<file path="src/rtl/mem_arbiter_pkg.sv">
// mem_arbiter_pkg: shared encodings and constants for the byte-wide RAM arbiter
// Contents: request size codes, FSM state enum, IO address region, zero constants,
// and a helper mapping a size code to its byte count (11 behaves as word).
package mem_arbiter_pkg;
  typedef enum logic [1:0] {IDLE, READ, WRITE} state_t;
  localparam logic [1:0] SZ_BYTE = 2'b00;
  localparam logic [1:0] SZ_HALF = 2'b01;
  localparam logic [1:0] SZ_WORD = 2'b10;
  localparam logic [1:0] IO_REGION = 2'b11;
  localparam logic [7:0] ZERO8 = 8'h00;
  localparam logic [31:0] ZERO_WORD = 32'h0;
  function automatic logic [2:0] size_len(input logic [1:0] size);
    return size == SZ_BYTE ? 3'd1 : size == SZ_HALF ? 3'd2 : 3'd4;
  endfunction
endpackage

</file>
<file path="src/rtl/mem_arbiter_if.sv">
// mem_arbiter_if: pipeline and RAM-pin signal bundle for mem_arbiter
// slave  : arbiter side (takes fetch/data requests and RAM read byte, drives done/data/RAM pins)
// master : environment side (pipeline requesters plus RAM model)
interface mem_arbiter_if;
  logic        if_req_i;
  logic [31:0] if_addr_i;
  logic        if_flush_i;
  logic        if_done_o;
  logic [31:0] if_data_o;
  logic        dm_req_i;
  logic        dm_we_i;
  logic [1:0]  dm_size_i;
  logic [31:0] dm_addr_i;
  logic [31:0] dm_wdata_i;
  logic        dm_done_o;
  logic [31:0] dm_rdata_o;
  logic [7:0]  mem_din_i;
  logic [7:0]  mem_dout_o;
  logic [31:0] mem_a_o;
  logic        mem_wr_o;
  logic        io_buffer_full_i;
  modport slave (
    input  if_req_i, if_addr_i, if_flush_i, dm_req_i, dm_we_i, dm_size_i, dm_addr_i, dm_wdata_i,
           mem_din_i, io_buffer_full_i,
    output if_done_o, if_data_o, dm_done_o, dm_rdata_o, mem_dout_o, mem_a_o, mem_wr_o
  );
  modport master (
    output if_req_i, if_addr_i, if_flush_i, dm_req_i, dm_we_i, dm_size_i, dm_addr_i, dm_wdata_i,
           mem_din_i, io_buffer_full_i,
    input  if_done_o, if_data_o, dm_done_o, dm_rdata_o, mem_dout_o, mem_a_o, mem_wr_o
  );
endinterface

</file>
<file path="src/rtl/mem_word_asm.sv">
// mem_word_asm: byte-lane register file assembling little-endian read words
// Ports: clk, rst (sync, active-high); clr zeroes all lanes at transaction start;
// cap/cap_idx/din write one lane; word shows the lanes with the byte being captured
// this cycle already merged in, so the final byte can be registered on the same edge.
module mem_word_asm (
  input  logic        clk,
  input  logic        rst,
  input  logic        clr,
  input  logic        cap,
  input  logic [1:0]  cap_idx,
  input  logic [7:0]  din,
  output logic [31:0] word
);
  logic [3:0][7:0] lanes, merged;
  always_ff @(posedge clk)
    if (rst || clr) lanes <= '0;
    else if (cap) lanes[cap_idx] <= din;
  always_comb begin
    merged = lanes;
    if (cap) merged[cap_idx] = din;
  end
  assign word = merged;
endmodule

</file>
<file path="src/rtl/mem_arbiter.sv">
// mem_arbiter: serialises fetch and data requests onto a byte-wide RAM port
// Ports: clk; rst (sync, active-high); bus (mem_arbiter_if.slave) carrying the fetch port
// (if_*), the data port (dm_*), the RAM pins (mem_*) and io_buffer_full_i.
// Data requests beat fetches. Each 1/2/4-byte access takes one edge per byte plus a
// completion edge that pulses done. Option IO_FULL_STALL_EN: stores into the IO region
// (address bits 17:16 == 11) pause while io_buffer_full_i is high; otherwise it is ignored.
module mem_arbiter
  import mem_arbiter_pkg::*;
(
  input logic clk,
  input logic rst,
  mem_arbiter_if.slave bus
);
  state_t state, state_n;
  logic [2:0] idx, len, src_idx;
  logic [31:0] addr, wdata, src_addr, src_wdata, byte_addr, word;
  logic we, is_if, take_dm, take_if, busy, accept, abort, last, finish, want, stall, issue, src_we;
  always_ff @(posedge clk) state <= rst ? IDLE : state_n;
  always_comb state_n = accept ? (src_we ? WRITE : READ) : (abort || finish) ? IDLE : state;
  // In IDLE the first byte is issued from the incoming request on the accepting edge,
  // so the issue path selects between the live request and the latched one.
  always_comb begin
    take_dm = bus.dm_req_i && !bus.if_done_o && !bus.dm_done_o;
    take_if = bus.if_req_i && !bus.if_flush_i && !bus.dm_req_i && !bus.if_done_o && !bus.dm_done_o;
    busy = state != IDLE;
    accept = !busy && (take_dm || take_if);
    abort = state == READ && is_if && bus.if_flush_i;
    last = busy && idx == len;
    finish = last && !abort;
    src_we = busy ? we : take_dm && bus.dm_we_i;
    src_addr = busy ? addr : take_dm ? bus.dm_addr_i : bus.if_addr_i;
    src_wdata = busy ? wdata : bus.dm_wdata_i;
    src_idx = busy ? idx : 3'd0;
    byte_addr = src_addr + {29'd0, src_idx};
    want = accept || (busy && !last && !abort);
    issue = want && !stall;
  end
`ifdef IO_FULL_STALL_EN
  assign stall = want && src_we && byte_addr[17:16] == IO_REGION && bus.io_buffer_full_i;
`else
  logic unused_io;
  assign stall = 1'b0;
  assign unused_io = bus.io_buffer_full_i;
`endif
  always_ff @(posedge clk) begin
    if (rst) begin
      idx <= '0;
      len <= '0;
      addr <= ZERO_WORD;
      wdata <= ZERO_WORD;
      we <= 1'b0;
      is_if <= 1'b0;
      bus.mem_a_o <= ZERO_WORD;
      bus.mem_dout_o <= ZERO8;
      bus.mem_wr_o <= 1'b0;
      bus.if_done_o <= 1'b0;
      bus.dm_done_o <= 1'b0;
      bus.if_data_o <= ZERO_WORD;
      bus.dm_rdata_o <= ZERO_WORD;
    end else begin
      if (accept) begin
        addr <= src_addr;
        wdata <= src_wdata;
        we <= src_we;
        is_if <= !take_dm;
        len <= take_dm ? size_len(bus.dm_size_i) : 3'd4;
      end
      if (issue) begin
        bus.mem_a_o <= byte_addr;
        bus.mem_dout_o <= src_we ? src_wdata[{src_idx[1:0], 3'b000} +: 8] : ZERO8;
        bus.mem_wr_o <= src_we;
        idx <= src_idx + 3'd1;
      end else if (stall) begin
        bus.mem_wr_o <= 1'b0;
      end else if (finish || abort) begin
        bus.mem_a_o <= ZERO_WORD;
        bus.mem_dout_o <= ZERO8;
        bus.mem_wr_o <= 1'b0;
        idx <= '0;
      end
      bus.if_done_o <= finish && is_if;
      bus.dm_done_o <= finish && !is_if;
      if (finish && is_if) bus.if_data_o <= word;
      if (finish && !is_if && !we) bus.dm_rdata_o <= word;
    end
  end
  // Byte idx-1 arrives during the cycle after its address was driven.
  mem_word_asm u_asm (
    .clk(clk),
    .rst(rst),
    .clr(accept),
    .cap(state == READ),
    .cap_idx(idx[1:0] - 2'd1),
    .din(bus.mem_din_i),
    .word(word)
  );
endmodule

</file>
<file path="src/flat_wrapper.sv">
// flat-port wrapper written by rule: the top's interface ports become plain ports
module mem_arbiter_flat import mem_arbiter_pkg::*;
  (clk, rst, bus_if_req_i, bus_if_addr_i, bus_if_flush_i, bus_dm_req_i, bus_dm_we_i, bus_dm_size_i, bus_dm_addr_i, bus_dm_wdata_i, bus_mem_din_i, bus_io_buffer_full_i, bus_if_done_o, bus_if_data_o, bus_dm_done_o, bus_dm_rdata_o, bus_mem_dout_o, bus_mem_a_o, bus_mem_wr_o);
  mem_arbiter_if bus_i ();
  input logic clk;
  input logic rst;
  input wire logic [$bits(bus_i.if_req_i)-1:0] bus_if_req_i;
  input wire logic [$bits(bus_i.if_addr_i)-1:0] bus_if_addr_i;
  input wire logic [$bits(bus_i.if_flush_i)-1:0] bus_if_flush_i;
  input wire logic [$bits(bus_i.dm_req_i)-1:0] bus_dm_req_i;
  input wire logic [$bits(bus_i.dm_we_i)-1:0] bus_dm_we_i;
  input wire logic [$bits(bus_i.dm_size_i)-1:0] bus_dm_size_i;
  input wire logic [$bits(bus_i.dm_addr_i)-1:0] bus_dm_addr_i;
  input wire logic [$bits(bus_i.dm_wdata_i)-1:0] bus_dm_wdata_i;
  input wire logic [$bits(bus_i.mem_din_i)-1:0] bus_mem_din_i;
  input wire logic [$bits(bus_i.io_buffer_full_i)-1:0] bus_io_buffer_full_i;
  output wire logic [$bits(bus_i.if_done_o)-1:0] bus_if_done_o;
  output wire logic [$bits(bus_i.if_data_o)-1:0] bus_if_data_o;
  output wire logic [$bits(bus_i.dm_done_o)-1:0] bus_dm_done_o;
  output wire logic [$bits(bus_i.dm_rdata_o)-1:0] bus_dm_rdata_o;
  output wire logic [$bits(bus_i.mem_dout_o)-1:0] bus_mem_dout_o;
  output wire logic [$bits(bus_i.mem_a_o)-1:0] bus_mem_a_o;
  output wire logic [$bits(bus_i.mem_wr_o)-1:0] bus_mem_wr_o;
  assign bus_i.if_req_i = bus_if_req_i;
  assign bus_i.if_addr_i = bus_if_addr_i;
  assign bus_i.if_flush_i = bus_if_flush_i;
  assign bus_i.dm_req_i = bus_dm_req_i;
  assign bus_i.dm_we_i = bus_dm_we_i;
  assign bus_i.dm_size_i = bus_dm_size_i;
  assign bus_i.dm_addr_i = bus_dm_addr_i;
  assign bus_i.dm_wdata_i = bus_dm_wdata_i;
  assign bus_i.mem_din_i = bus_mem_din_i;
  assign bus_i.io_buffer_full_i = bus_io_buffer_full_i;
  assign bus_if_done_o = bus_i.if_done_o;
  assign bus_if_data_o = bus_i.if_data_o;
  assign bus_dm_done_o = bus_i.dm_done_o;
  assign bus_dm_rdata_o = bus_i.dm_rdata_o;
  assign bus_mem_dout_o = bus_i.mem_dout_o;
  assign bus_mem_a_o = bus_i.mem_a_o;
  assign bus_mem_wr_o = bus_i.mem_wr_o;
  mem_arbiter u_core (.clk(clk), .rst(rst), .bus(bus_i));
endmodule
</file>
<file path="config.mk">
export PLATFORM = sky130hd
export DESIGN_NAME = mem_arbiter_flat
export DESIGN_NICKNAME = d
export VERILOG_FILES = /design/src/rtl/mem_arbiter_pkg.sv /design/src/rtl/mem_arbiter_if.sv /design/src/rtl/mem_word_asm.sv /design/src/rtl/mem_arbiter.sv /design/src/flat_wrapper.sv
export SDC_FILE = /design/constraint.sdc
export NUM_CORES = 1
export LEC_CHECK = 0
export ABC_AREA = 1
export BUFFER_PORTS_ARGS = -buffer_cell sky130_fd_sc_hd__buf_2
export CORE_UTILIZATION = 50
export CTS_CLUSTER_SIZE = 40
export DETAILED_ROUTE_END_ITERATION = 12
export GPL_TIMING_DRIVEN = 0
export PLACE_DENSITY = 0.78
export SLEW_MARGIN = 0
export SYNTH_ARGS = -nofsm -noshare
export SYNTH_HDL_FRONTEND = slang
export SYNTH_SLANG_ARGS = --single-unit
</file>
<file path="constraint.sdc">
create_clock -name clk -period 3.1 [get_ports clk]
set_clock_uncertainty 0.1 [all_clocks]
set_input_delay 0.155 -clock clk [delete_from_list [all_inputs] [get_ports clk]]
set_output_delay 0.155 -clock clk [all_outputs]
set_load 0.02 [all_outputs]
</file>
==> metrics.md <==
| Metric | Value |
|---|---|
| Worst setup EP type | `flop` |
| Rel. slew slack | `0.498` |
| Critical path launch point | `u_core.bus.if_done_o` |
| Achievable clock frequency | `0.338 GHz` |
| Top post-synthesis cells by count | `nand2_1 (336), dfxtp_1 (213), nand3_1 (182), inv_1 (172), nor2_1 (140)` |
| Xor-xnor portion of the synthesized cell area | `0.00343` |
| Number of flops mapped to enable cells by yosys | `0` |
| Worst endpoint data arrival time | `3.25 ns` |
| Max-slew violations | `0` |
| CP most frequent cell | `nand2_1` |
| Async set or reset register ratio after synthesis | `0` |
| Netlist cell types | `41` |
| Post-layout min period | `2.96 ns` |
| Critical path type | `reg -> reg` |
| Area grow syn2layout | `31.4%` |
| FF-to-FF setup slack | `0.14 ns` |
| Clock slew at reported path FFs | `0.06 ns` |
| Initial core utilization | `0.518` |
| Worst EP required | `3.39 ns` |
| Initial antenna violation count | `1` |
| H-Tree Depth | `1` |
| Crit path cell chain | `nor2_4, nand2_4, buf_6, or2_2, a31oi_2, inv_1, fa_1, nand2_1, nand2_1, nand2_4, nor2_4, nand2_2, inv_1, nand3_1, nand2_1, nand3_1, a21oi_1` |
| R2R depth | `17` |
| Syn avg cell area | `6.76 sq um` |
| Final antenna-violating net count | `0` |
| Final critical-path share of the clock period | `0.953` |
| Worst setup SP type | `flop` |
| Most common cell in the netlist | `nand2_1` |
| Synth top area share | `0.417` |
| Final WL | `35000 um` |
| Buffers on Ports | `216` |
| Reg2reg end | `u_core.bus.mem_a_o[22]` |
| Synth Warn # | `0` |
| Vias/cell | `5.40` |
| Simple-gate share of the synthesized area | `0.302` |
| Sequential area share after synthesis | `0.417` |
| Layout cells sized above 1 | `0.187` |
| Boundary pin count | `220` |
| Final Setup Violations | `0` |
| Hold endpoint | `u_core.addr[26]` |
| Worst Tran Pin Value | `0.753 ns` |
| Fin area | `13400 sq um` |
| Mux contribution to synthesized area | `0.0127` |
| Row count | `51` |
| HP Class | `in -> reg` |
| GP Congestion | `0.987` |
| Final Non-Filler Cells | `2124` |
| Slowest CP cell | `fa_1` |
| CTS tree | `built` |
| Grt total ovfl | `0` |
| 1st-iter DRT viols | `1014` |
| Total core area | `19700 sq um` |
| VDD IR max | `0.000418 V` |
| FF-to-FF Start | `u_core.bus.if_done_o` |
| Wire length per cell | `16.5 um` |
| Dpl hpwl | `25000 um` |
| Chip width | `145 um` |
| Cell area power density | `808 nW/um^2` |
| Status | `complete, no violations` |
| Clk root buf | `clkbuf_16` |
| Setup TNS Final | `0 ns` |
| Synth area leader | `dfxtp_1` |
| Adder-cell share of the synthesized area | `0.00686` |
| Worst skew pair latency | `0.54 ns` |
| Top post-synthesis cells by area | `dfxtp_1 (42%), nand2_1 (12%), nand3_1 (8.9%), inv_1 (6.3%), a21oi_1 (6.2%)` |
| Number of buffers created by CTS | `23` |
| Chip height | `145 um` |
| Startpoint of the worst hold path | `bus_dm_addr_i[26]` |
| Final nets | `1959` |
| Predominant post-synthesis flop cell | `dfxtp_1` |
| Syn nets | `1629` |
| Static leakage | `6.46 nW` |
| Hold Path Stages | `4` |
| Synthesized instance count | `1511` |
| Die area | `21000 sq um` |
| Total track usage | `0.326` |
| DRC | `0` |
| First-pass GRT wire length | `55200 um` |
| Routed via count | `11463` |
| Crit-path max FO | `10` |
| Max-Cap Viols | `0` |
| Post-synthesis register bit count | `213` |
| Placed cell count | `1992` |
| Largest net degree at the start of global routing | `20` |
| Post-synthesis compound-gate area fraction | `0.149` |
| Main combinational cell family by area after synthesis | `simple AND/OR/NAND/NOR gates` |
| Endpoints failing hold | `0` |
| Clk sinks | `213` |
| Vias in the first global route | `10793` |
| Post-DP Area | `11600 sq um` |
| CTS Buffer Depth | `3` |
| Mapped cell area | `10200 sq um` |
| First-pass iteration count of the detailed router | `6` |
| Crit-path max cell delay | `0.46 ns` |
==> critical path: cells and delay by family (launching register included) <==
kind | cells | cell delay (ns)
AO/OA/AOI/OAI | 2 | 0.31
AND/OR/NAND/NOR | 11 | 1.26
flip-flops | 1 | 0.33
adder cells (fa/ha/maj) | 1 | 0.46
buffers and inverters | 3 | 0.34
==> power by group <==
part / internal, mW / switching [mW]
clock: 1.78 / 1.20
combinational: 1.38 / 2.95
sequential: 3.27 / 0.267
==> area by class of cell <==
class                   instances  area [sq um]
diodes                          1          2.50
plain buffers                  83           419
clock buffers                  29           628
clock inverters                13           193
fillers                      1723          6290
inverters                     188           706
multi-input cells            1025          4900
flip-flops and latches        213          4270
well taps                     265           332
repair buffers                307          1970
==> repair_timing <==
action                                  in CTS  in global routing
pin swaps                                    3                  3
buffers inserted                             2                  5
hold buffers                                84                  0
endpoints found under the setup margin      28                 17
hold endpoints to repair                    92                  0
resized for setup                           10                 11
==> per-stage QoR <==
| stage | power, mW | hold WS [ns] | setup WS, ns | util |
|---|---|---|---|---|
| after detailed placement | 7.56 | 0.246 | -0.689 | 0.590 |
| after global routing | 11.4 | 0.0410 | -0.00211 | 0.681 |
| after global placement | 7.50 | 0.244 | -0.628 | 0.590 |
| after floorplan | 6.27 | 0.158 | 0.279 | - |
| after CTS | 10.7 | 0.00563 | 0.0649 | 0.676 |
| final | 10.8 | 0.0163 | 0.144 | 0.681 |
==> cell families (layout without fill, tap and decap cells) <==
family,count (synthesis),count (layout)
and+or+nand+nor,710,710
AOI/OAI and AO/OA,293,293
buffers and inverters,273,620
DFF,213,213
muxes,13,13
adders and majority gates,5,5
xor gates and xnor gates,4,4
other,0,1
==> layer usage <==
| layer | routed length, um | up-vias | track usage |
|---|---|---|---|
| met5 | 0 | - | 0 |
| met4 | 1160 | 0 | 0.128 |
| met3 | 3310 | 98 | 0.0491 |
| met2 | 16700 | 616 | 0.556 |
| met1 | 13800 | 5234 | 0.412 |
| li1 | - | 5515 | - |
==> how the worst max path moves through the flow <==
| stage | slack (ns) | depth (start not counted) | end |
|---|---|---|---|
| 2_1_floorplan | 0.28 | 19 | u_core.bus.mem_a_o[26] |
| 6_report | 0.14 | 17 | u_core.bus.mem_a_o[22] |
| 5_1_grt | -0.002 | 17 | u_core.bus.mem_a_o[26] |
| 3_5_place_dp | -0.69 | 18 | u_core.bus.mem_a_o[30] |
| 4_1_cts | 0.06 | 16 | u_core.bus.mem_a_o[26] |
| 3_3_place_gp | -0.63 | 18 | u_core.bus.mem_a_o[30] |
==> flip-flops by register name (all words and copies together), names as in the netlist <==
signal                 cells
u_core.addr               32
u_core.bus.dm_done_o       1
u_core.bus.dm_rdata_o     32
u_core.bus.if_data_o      32
u_core.bus.if_done_o       1
u_core.bus.mem_a_o        32
u_core.bus.mem_dout_o      8
u_core.bus.mem_wr_o        1
u_core.idx                 3
u_core.is_if               1
u_core.len                 3
u_core.state               2
u_core.u_asm.lanes        32
u_core.wdata              32
u_core.we                  1
==> placed cells by master, fill, tap and decap left out, types with 2 or more instances in the layout <==
master,n
nand2_2,6
nand2_4,3
inv_1,172
nand3_1,182
o22ai_1,7
a21boi_0,3
dfxtp_1,212
clkinvlp_4,5
nor2_2,12
xnor2_1,2
nand2_1,334
a21boi_1,5
clkbuf_1,48
nor2_4,12
buf_1,12
a21oi_1,127
nand3_2,4
clkbuf_16,23
o21bai_1,4
buf_4,12
or2_2,4
buf_2,231
clkinv_1,2
nand4_1,6
bufinv_16,4
a31oi_1,2
xor2_1,2
clkinv_2,3
clkbuf_8,3
inv_2,14
o21ai_1,20
nor2_1,138
nand3b_1,5
buf_6,4
mux2i_1,13
dlygate4sd3_1,84
o21ai_0,119
ha_1,3
Power figures use the tool's default switching activity.
